## src/rtl/timer_device.sv

```systemverilog
// ---------------------------------------------------------------------------
// timer_device
//   Memory-mapped countdown timer on the CPU data bus. It has a 16-byte
//   register window at BASE_ADDR and raises one interrupt line for CP0.
//   It supports one-shot and auto-reload modes.
//
//   Register map (offset = addr[3:2]):
//     0 CTRL   [0]=EN, [2:1]=MODE (01 = auto-reload, otherwise one-shot),
//              [3]=IM (interrupt mask). Bits [31:4] read as 0.
//     1 PRESET 32-bit reload value. A value of 0 counts like 1.
//     2 COUNT  read-only current count.
//     3 reserved: reads 0, writes are ignored.
//
//   Bus handshake: there is no valid/ready pair. An access is always
//   accepted in the cycle it is presented. Any set bit in byteen makes the
//   access a write, and the selected byte lanes commit at the next posedge.
//   rdata is a combinational function of addr and the current registers.
//
// Ports
//   clk     in   system clock; all state changes on posedge
//   reset   in   asynchronous, active-low reset
//   addr    in   32-bit byte address
//   byteen  in   4-bit byte write enables
//   wdata   in   32-bit store data (lanes aligned to addr[1:0]=0)
//   rdata   out  32-bit read data (combinational)
//   irq     out  interrupt request (registered flag & IM)
//   state_o out  debug view of the FSM state (0 IDLE,1 LOAD,2 CNT,3 INT)
// ---------------------------------------------------------------------------
module timer_device #(
  parameter logic [31:0] BASE_ADDR = 32'h0000_7f00
) (
  input  logic        clk,
  input  logic        reset,
  input  logic [31:0] addr,
  input  logic [3:0]  byteen,
  input  logic [31:0] wdata,
  output logic [31:0] rdata,
  output logic        irq,
  output logic [1:0]  state_o
);

  typedef enum logic [1:0] {
    S_IDLE = 2'd0,
    S_LOAD = 2'd1,
    S_CNT  = 2'd2,
    S_INT  = 2'd3
  } state_e;

  state_e      state_q, state_d;
  logic [3:0]  ctrl_q,   ctrl_d;
  logic [31:0] preset_q, preset_d;
  logic [31:0] count_q,  count_d;
  logic        flag_q,   flag_d;

  logic        sel;
  logic [1:0]  off;
  logic        wr;
  logic        wr_ctrl;
  logic        wr_preset;
  logic        en;
  logic        auto_reload;
  logic        unused_addr_lsbs;

  assign sel         = (addr[31:4] == BASE_ADDR[31:4]);
  assign off         = addr[3:2];
  assign wr          = sel & (|byteen);
  assign wr_ctrl     = wr & (off == 2'd0);
  assign wr_preset   = wr & (off == 2'd1);
  assign en          = ctrl_q[0];
  assign auto_reload = (ctrl_q[2:1] == 2'b01);
  // The register window is word-addressed, so the byte offset bits are unused.
  assign unused_addr_lsbs = ^addr[1:0];

  always_ff @(posedge clk or negedge reset) begin
    if (!reset) begin
      state_q  <= S_IDLE;
      ctrl_q   <= 4'd0;
      preset_q <= 32'd0;
      count_q  <= 32'd0;
      flag_q   <= 1'b0;
    end else begin
      state_q  <= state_d;
      ctrl_q   <= ctrl_d;
      preset_q <= preset_d;
      count_q  <= count_d;
      flag_q   <= flag_d;
    end
  end

  always_comb begin
    state_d  = state_q;
    ctrl_d   = ctrl_q;
    preset_d = preset_q;
    count_d  = count_q;
    flag_d   = flag_q;

    // A write to CTRL or PRESET acknowledges the interrupt. Expiry in the
    // same cycle overrides this below, so an expiry event is never lost.
    if (wr_ctrl || wr_preset) begin
      flag_d = 1'b0;
    end

    case (state_q)
      S_IDLE: begin
        if (en) state_d = S_LOAD;
      end
      S_LOAD: begin
        // The FSM samples PRESET only here. A write during CNT takes
        // effect on the next reload.
        count_d = preset_q;
        state_d = S_CNT;
      end
      S_CNT: begin
        if (!en) begin
          state_d = S_IDLE;
        end else if (count_q > 32'd1) begin
          count_d = count_q - 32'd1;
        end else begin
          // A count of 0 (PRESET=0) expires on the same edge as a count
          // of 1, so the count never wraps.
          count_d = 32'd0;
          flag_d  = 1'b1;
          state_d = S_INT;
        end
      end
      S_INT: begin
        if (auto_reload) begin
          flag_d  = 1'b0;
          state_d = S_LOAD;
        end else begin
          ctrl_d[0] = 1'b0;
          state_d   = S_IDLE;
        end
      end
    endcase

    // A bus write to CTRL comes after the hardware EN clear, so the bus value wins.
    if (wr_ctrl && byteen[0]) begin
      ctrl_d = wdata[3:0];
    end
    if (wr_preset) begin
      for (int b = 0; b < 4; b++) begin
        if (byteen[b]) preset_d[8*b +: 8] = wdata[8*b +: 8];
      end
    end
  end

  always_comb begin
    rdata = 32'd0;
    if (sel) begin
      case (off)
        2'd0:    rdata = {28'd0, ctrl_q};
        2'd1:    rdata = preset_q;
        2'd2:    rdata = count_q;
        default: rdata = 32'd0;
      endcase
    end
  end

  assign irq     = flag_q & ctrl_q[3];
  assign state_o = state_q;

endmodule

```

## config.mk

```make
export PLATFORM = sky130hd
export DESIGN_NAME = timer_device
export DESIGN_NICKNAME = d
export VERILOG_FILES = /design/src/rtl/timer_device.sv
export SDC_FILE = /design/constraint.sdc
export NUM_CORES = 1
export LEC_CHECK = 0
export ABC_AREA = 1
export BUFFER_PORTS_ARGS = -buffer_cell sky130_fd_sc_hd__buf_2
export CORE_MARGIN = 2
export CORE_UTILIZATION = 44
export DETAILED_ROUTE_END_ITERATION = 16
export PLACE_DENSITY = 0.67
export SYNTH_ARGS = -nofsm -noshare
export SYNTH_HDL_FRONTEND = slang
export SYNTH_SLANG_ARGS = --single-unit
```

## constraint.sdc

```tcl
create_clock -name clk -period 2.3 [get_ports clk]
set_input_delay 0.115 -clock clk [delete_from_list [all_inputs] [get_ports clk]]
set_output_delay 0.115 -clock clk [all_outputs]
set_load 0.02 [all_outputs]
```

Word-level counts from Yosys, hierarchy flattened. Cells that the tools add are included.

Shift-type cells: 0. Divide/modulo/power cells: 0. Mux-type cells: 18. Bitwise operators: 4. Add/subtract/negate cells: 1. Multipliers: 0. Equality and inequality tests: 11. Magnitude comparators: 1. Reduce and logical (&&, ||, !) cells: 14.

Operator list (count): $mux W32 (3); $pmux W32 S3 (1); $pmux W32 S2 (1); $gt A32 B1 Y1 const B (1); $sub A32 B1 Y32 const B (1); $eq A28 B11 Y1 const B (1); $reduce_and A2 Y1 (7); $mux W1 (8); $pmux W2 S4 (1); $eq A2 B1 Y1 const B (3); $eq A2 B2 Y1 const B (3); $mux W2 (3); $and A1 B1 Y1 (4); $logic_not A2 Y1 (2); $ne A2 B2 Y1 const B (2); $reduce_bool A2 Y1 (2); $reduce_or A4 Y1 (1); $ne A3 B3 Y1 const B (1); $ne A2 B1 Y1 const B (1); $pmux W1 S2 (1); $logic_and A1 B1 Y1 (1); $logic_or A1 B1 Y1 (1).

Output and inout bits: 35. Memories: 0. Bits in read-only memories: 0. Latch bits: 0. Memory bits (writable): 0. Input port bits: 70. Register bits after elaboration: 71.

Longest topological paths before layout. Gate-level depths: netlist (run 1).

Depth after elaboration: 8. Mapped depth: 14. Gate-level depth less buffers: 13.

Worst setup path after synthesis (run 1). Ideal clock, no wire load.

Path type: register to register. From: reg count_q[0]. To: reg count_q[20]. Period minus slack after synthesis: 1628 ps. Cell stages (with the launch flop): 15. Slack: 672 ps. Setup time: 117 ps. Arrival time: 1511 ps. Buffers on the path: 1. Cell sequence: dfrtp_1 inv_1 ha_1 inv_1 nand2_1 nand2_1 nor2_1 nand3_2 nor2_2 nor2_2 buf_6 nand2_1 nand2_1 nand2_1 nand2_1.

Cells in the longest elaborated chain, start to end: 4.

RTL lines: from (decl) (RTL line 52) `logic [31:0] count_q, count_d;`; from (signal assigned) (RTL line 85) `count_q <= count_d;`; $sub A32 B1 Y32 / $gt A32 B1 Y1 (equally long branches) (RTL line 117, 116); $mux W32 * (RTL line 116) `end else if (count_q > 32'd1) begin`; $mux W32 * (RTL line 114) `if (!en) begin`; $pmux W32 S2 * (RTL line 103) `case (state_q)`.

Every way passes the cells marked *; elsewhere a longest branch is shown, timed or not. The select of a mux whose other input is x is not followed. A chain may end at the register's enable or synchronous reset.

Worst setup path after layout (run 1).
From: reg count_q[0]. To: reg count_q[31].

The elaborated chain is that of the path after synthesis.

==> flow_summary_export.csv, run 1 <==
group,metric,value,unit
critical_path,cpMostUsedCell,"nand2_1",
critical_path,crit_required,2.59,ns
critical_path,path_class,"register to register",
die,top_level_ports,105,
detailed_routing,viasPerCell,5.22,
placement,gp_congestion,0.930,
detailed_routing,ant_nets,0,
critical_path,end_kind,"register",
yosys,synth.net_count,804,
timing,rsz0062_at_grt,"false",
detailed_routing,dr.pass1.iters,5,
critical_path,worst_r2r_path_depth,13,
yosys,yosys-top-cells-count,"nand2_1 (326), nor2_1 (85), dfrtp_1 (71), inv_1 (43), nand4_1 (41)",
run,drv_cap,0,
yosys,ys_warn_count,0,
critical_path,critPathArrivalTime,2.21,ns
timing,finalCritPeriodShare,0.834,
pwr,power_density,445,mW/mm^2
die,core_area,0.0107,mm^2
clock_tree,postCtsSetupRepairBufs,0,
global_route,grt.overflow.total,0,
finish,seq_area,0.00178,mm^2
yosys,yosysSeqAreaShare,0.370,
yosys,ys_types,30,
global_route,grt_pass1_vias,4909,
detailed_routing,drc,0,
finish,final_nets,904,
critical_path,critPathBufInv,2,
clock_tree,clockBufferDepth,2,
hold_path,hold_class,"input port to register",
global_route,grt_pass1_wl,23200,um
finish,final.fill_count,1135,
placement,dp_hpwl,10300,um
die,start_util,0.447,
clock_tree,cts_max_level,3,
detailed_routing,wl_per_cell,14.3,um
critical_path,r2r_end,"count_q[31]",
placement,pre_cts_slack,0.0616,ns
yosys,syn_area,0.00480,mm^2
critical_path,path_delay_family,"simple AND/OR/NAND/NOR gates",
detailed_routing,via_count,5096,
clock_tree,cts_num_sinks,71,
placement,io_buffers,102,
global_route,grt_max_degree,72,
detailed_routing,drt_iter0_drc,319,
finish,multi_input_area,0.00270,mm^2
timing,max_freq,0.521,GHz
hold_path,whs_path_depth,3,
timing,worst_slew_pin_slew,0.809,ns
critical_path,r2r_start,"count_q[0]",
timing,fin_ws,0.381,ns
timing,skew,0.00582,ns
clock_tree,clk_pin_slew,0.08,ns
clock_tree,cts_tree,"built",
yosys,synth_edf_count,0,
timing,setup_violations,0,
hold_path,hp-start,"wdata[29]",
die,die_area,0.0118,mm^2
yosys,ys_top_cells_by_area,"dfrtp_1 (37%), nand2_1 (25%), nor2_1 (6.6%)",
global_route,antenna_found_initial,0,
timing,slew_violations,0,
die,rows,38,
clock_tree,clk_latency,0.36,ns
yosys,synth_top_cell_area_share,0.370,
yosys,syn_inst,732,
die,die_h,108,um
yosys,synth-seq-cells,71,
critical_path,cp-start-kind,"register",
critical_path,cpPeakStageDelay,0.50,ns
yosys,async_flop_share,1.00,
global_route,grt_usage,0.254,
critical_path,cp_max_fo,21,
critical_path,worstPathCellList,"inv_1 -> ha_1 -> inv_1 -> nand2_1 -> nand2_1 -> nor2_1 -> nand3_2 -> nor2_2 -> nor2_4 -> nand3_1 -> nand2_1 -> nand2_1 -> nand2_1",
pwr,ir_worst_vdd,207,uV
yosys,avgSynthCellArea,6.56,um^2
clock_tree,cts_root_buf,"clkbuf_8",
critical_path,cpMaxStageDelayCell,"nor2_4",
timing,layout_min_cycle_time,1.92,ns
yosys,yosysMostFrequentCell,"nand2_1",
finish,antennaDiodeCount,0,
die,die_x,108,um
yosys,yosysTopAreaCell,"dfrtp_1",
finish,final_util,0.532,
critical_path,reg2reg_slack,0.38,ns
clock_tree,cts_buffers,9,
status,status,"finished, final reports clean",
timing,hold_viol_final,0,
finish,syn_to_final_growth,19.1,%
finish,layout-drive-gt1-share,0.202,
timing,slew_headroom,0.460,
detailed_routing,routed_wl,14000,um
yosys,synth_ff_type,"dfrtp_1",
hold_path,min_to,"preset_q[29]",
timing,tns,0,ns
pwr,leakage,3.15,nW
==> power by group <==
group	internal, W	total [W]	switching, W	leakage (nW)
sequential	0.00125	0.00125	0.000000000217	0.987
combinational	0.0000579	0.000149	0.0000913	2.05
clock	0.000637	0.00115	0.000512	0.116
==> how the worst max path moves through the flow <==
stage / from / endpoint / slack (ns) / cells after the start
6_report: count_q[0] / count_q[31] / 0.38 / 13
5_1_grt: count_q[0] / count_q[31] / 0.17 / 13
4_1_cts: count_q[0] / count_q[31] / 0.04 / 13
3_5_place_dp: count_q[0] / count_q[31] / 0.06 / 13
3_3_place_gp: count_q[0] / count_q[31] / 0.1 / 13
2_1_floorplan: count_q[0] / count_q[20] / 0.67 / 14
==> final cells by class <==
| type | count | area share |
|---|---|---|
| Multi-Input combinational cell | 584 | 0.471 |
| Sequential cell | 71 | 0.311 |
| Timing Repair Buffer | 122 | 0.120 |
| Tap cell | 140 | 0.0306 |
| Inverter | 44 | 0.0289 |
| Clock buffer | 10 | 0.0241 |
| Clock inverter | 6 | 0.0147 |
==> logic make-up after synthesis <==
logic type | Yosys count | synth area share
and+or+nand+nor | 498 | 0.443
buffers and inverters | 77 | 0.0716
DFF | 71 | 0.370
AOI/OAI and AO/OA | 66 | 0.0771
xor gates and xnor gates | 18 | 0.0328
adders and majority gates | 2 | 0.00521
==> state kept, by name, summed over array words and instances, names as in the netlist <==
name / count
count_q: 32
preset_q: 32
ctrl_q: 4
state_o: 2
flag_q: 1
==> routing by layer <==
layer,GRT usage,up-vias,share of wire
li1,-,2541,-
met1,0.340,2379,0.45
met2,0.420,161,0.46
met3,0.0458,15,0.067
met4,0.0733,0,0.014
met5,0,-,0
==> stage by stage <==
stage / std cells / power [W] / hold WS (ns) / cell area (um^2)
CTS: 977 / 0.00255 / 0.000690 / 5720
global placement: 960 / 0.00142 / 0.173 / 5490
detailed placement: 960 / 0.00142 / 0.183 / 5490
global route: 977 / 0.00262 / 0.00638 / 5720
floorplan: 732 / 0.00132 / -0.181 / 4800
finish: 977 / 0.00254 / 0.00796 / 5720
==> worst register-to-register path, cell delays in order, from the launching register on <==
cell and delay [ns]:
dfrtp_1 0.39, inv_1 0.09, ha_1 0.22, inv_1 0.05
nand2_1 0.05, nand2_1 0.05, nor2_1 0.04, nand3_2 0.07
nor2_2 0.06, nor2_4 0.50, nand3_1 0.14, nand2_1 0.09
nand2_1 0.05, nand2_1 0.06
==> cells in the final DEF, fill, tap and decap left out, types with 8 or more instances in the layout <==
master and n:
inv_1 43, o21ai_0 11, buf_2 102, clkbuf_8 10
a31oi_1 10, nor2_1 84, dfrtp_1 71, nand3_1 14
nand2_1 326, nor2_2 8, nand3_2 9, a21oi_1 32
xor2_1 11, buf_4 17, nand4_1 41
==> repair_timing <==
item | 4_1_cts | 5_1_grt
hold endpoints to repair | 71 | 0
hold buffers | 1 | 0
setup endpoints to repair | 0 | 21
resized for setup | 0 | 1
Note: power is estimated with default switching activity, not from simulation.
==> run 2: changes to the inputs <==
Clock period 2.3 ns to 1.9 ns, I/O delays scaled along.
==> flow_summary_export.csv, run 2 (synthesis results as in run 1) <==
group,metric,value,unit
clock_tree,cts_tree,"built",
finish,layout_top_registers,"count_q x32, preset_q x32, ctrl_q x4",
timing,finalCritPeriodShare,0.948,
clock_tree,cts_num_sinks,71,
timing,setup_violations,0,
critical_path,cp.depth,13,
finish,final.fill_count,1080,
detailed_routing,drc,0,
detailed_routing,drt_iter0_drc,325,
global_route,antenna_found_initial,0,
pwr,seqPwrFrac,0.481,
detailed_routing,wl_per_cell,14.7,um
finish,final_cell_mix,"nand2_1 (324), buf_2 (102), nor2_1 (80), dfrtp_1 (71), buf_4 (69)",
pwr,power_frac_comb,0.071,
critical_path,r2r_start,"count_q[0]",
clock_tree,clockBufferDepth,2,
pwr,internal_power,0.00242,W
timing,max_freq,0.555,GHz
critical_path,r2r_end,"count_q[31]",
timing,rsz0062_at_grt,"true",
die,top_level_ports,105,
die,die_h,108,um
die,core_area,0.0107,mm^2
critical_path,crit_required,2.19,ns
finish,layout-drive-gt1-share,0.251,
timing,slew_violations,0,
clock_tree,clk_pin_slew,0.07,ns
timing,tns,0,ns
critical_path,reg2reg_slack,0.1,ns
global_route,grt_usage,0.276,
pwr,swShare,0.228,
placement,dp_hpwl,11100,um
pwr,pwr-share-clk,0.448,
clock_tree,cts_root_buf,"clkbuf_8",
critical_path,critPathArrivalTime,2.09,ns
critical_path,critPathCapture,"count_q[31]",
timing,hold_viol_final,0,
finish,antennaDiodeCount,0,
critical_path,cp-start-kind,"register",
critical_path,end_kind,"register",
clock_tree,cts_max_level,3,
pwr,power.switching,0.000716,W
pwr,leakage,3.51,nW
placement,gp_congestion,0.943,
critical_path,cpPeakStageDelay,0.40,ns
critical_path,critPathBufInv,2,
detailed_routing,routed_wl,15500,um
critical_path,worst_r2r_path_depth,13,
detailed_routing,viasPerCell,5.13,
global_route,grt_max_degree,72,
hold_path,hold_class,"input port to register",
pwr,ir_worst_vdd,248,uV
global_route,grt.overflow.total,0,
die,die_area,0.0118,mm^2
finish,final_nets,979,
placement,io_buffers,102,
placement,placed_cell_area,0.00586,mm^2
run,drv_cap,0,
critical_path,cp_max_fo,11,
critical_path,worstPathCellList,"buf_4 -> ha_1 -> inv_1 -> nand2_1 -> nand2_1 -> nor2_2 -> nand3_2 -> nor2_2 -> nor2_4 -> nand3_1 -> nand2_1 -> nand2_1 -> nand2_1",
critical_path,crit_start,"count_q[0]",
detailed_routing,via_count,5398,
die,rows,38,
finish,syn_to_final_growth,32.7,%
pwr,power_density,493,mW/mm^2
clock_tree,clk_latency,0.36,ns
detailed_routing,ant_nets,0,
critical_path,cpMaxStageDelayCell,"dfrtp_1",
global_route,grt_pass1_vias,5277,
critical_path,cpMostUsedCell,"nand2_1",
timing,skew,0.00871,ns
global_route,grt_pass1_wl,25200,um
critical_path,path_class,"register to register",
die,die_x,108,um
die,start_util,0.447,
timing,layout_min_cycle_time,1.80,ns
finish,mostFrequentLayoutCell,"nand2_1",
critical_path,path_delay_family,"simple AND/OR/NAND/NOR gates",
status,status,"finished, final reports clean",
timing,worst_slew_pin_slew,0.843,ns
detailed_routing,dr.pass1.iters,5,
timing,slew_headroom,0.438,
finish,stdcell_area,0.00637,mm^2
clock_tree,cts_buffers,9,
==> run 2: per-layer routing <==
layer / share of wire / global-route usage / up-vias
li1: - / - / 2684
met5: 0 / 0 / -
met1: 0.45 / 0.381 / 2494
met4: 0.033 / 0.131 / 0
met2: 0.46 / 0.430 / 184
met3: 0.056 / 0.0325 / 36
==> run 2: worst min-delay path by stage <==
stage / depth (start not counted) / endpoint / from
after floorplan: 0 / count_q[0] / reset
after global placement: 2 / preset_q[7] / reset
after detailed placement: 2 / preset_q[6] / reset
after CTS: 3 / preset_q[31] / wdata[31]
after global routing: 3 / preset_q[17] / wdata[17]
final: 3 / preset_q[28] / wdata[28]
==> run 2: cell type report <==
class                   instances  area [um^2]  area share
flip-flops and latches         71         1780       0.279
well taps                     140          175      0.0275
clock inverters                 3         65.1      0.0102
repair buffers                196         1300       0.204
inverters                      44          165      0.0259
multi-input cells             585         2730       0.429
clock buffers                  13          159      0.0249
==> run 2: what timing repair did <==
| action | in CTS | in global routing |
|---|---|---|
| hold endpoints to repair | 92 | 0 |
| cloned | 1 | 1 |
| buffers inserted | 0 | 2 |
| pin swaps | 1 | 1 |
| hold buffers | 22 | 0 |
| endpoints found under the setup margin | 21 | 27 |
| gates resized for setup | 1 | 12 |
==> run 2: metrics by stage <==
stage / hold WS [ns] / setup slack, ns / utilization / total power [W] / std cells
2_1_floorplan: -0.201 / 0.272 / - / 0.00159 / 732
3_3_place_gp: 0.158 / -0.272 / 0.545 / 0.00172 / 1010
3_5_place_dp: 0.157 / -0.353 / 0.545 / 0.00173 / 1010
4_1_cts: 0.000129 / 0.0352 / 0.588 / 0.00316 / 1049
5_1_grt: 0.00168 / -0.0665 / 0.593 / 0.00325 / 1052
6_report: 0.0102 / 0.0983 / 0.593 / 0.00314 / 1052
==> run 2: power groups by stage <==
stage | logic [W] | registers [W] | clock network, W
after global routing | 0.000246 | 0.00151 | 0.00150
after floorplan | 0.0000533 | 0.00154 | 0
after detailed placement | 0.000188 | 0.00154 | 0
after CTS | 0.000222 | 0.00151 | 0.00143
after global placement | 0.000184 | 0.00154 | 0
final | 0.000222 | 0.00151 | 0.00141
==> run 2: worst register-to-register path, stage by stage, from the launching register on <==
cell     delay, ns
dfrtp_1       0.40
buf_4         0.15
ha_1          0.18
inv_1         0.05
nand2_1       0.04
nand2_1       0.07
nor2_2        0.05
nand3_2       0.07
nor2_2        0.08
nor2_4        0.34
nand3_1       0.13
nand2_1       0.08
nand2_1       0.04
nand2_1       0.06
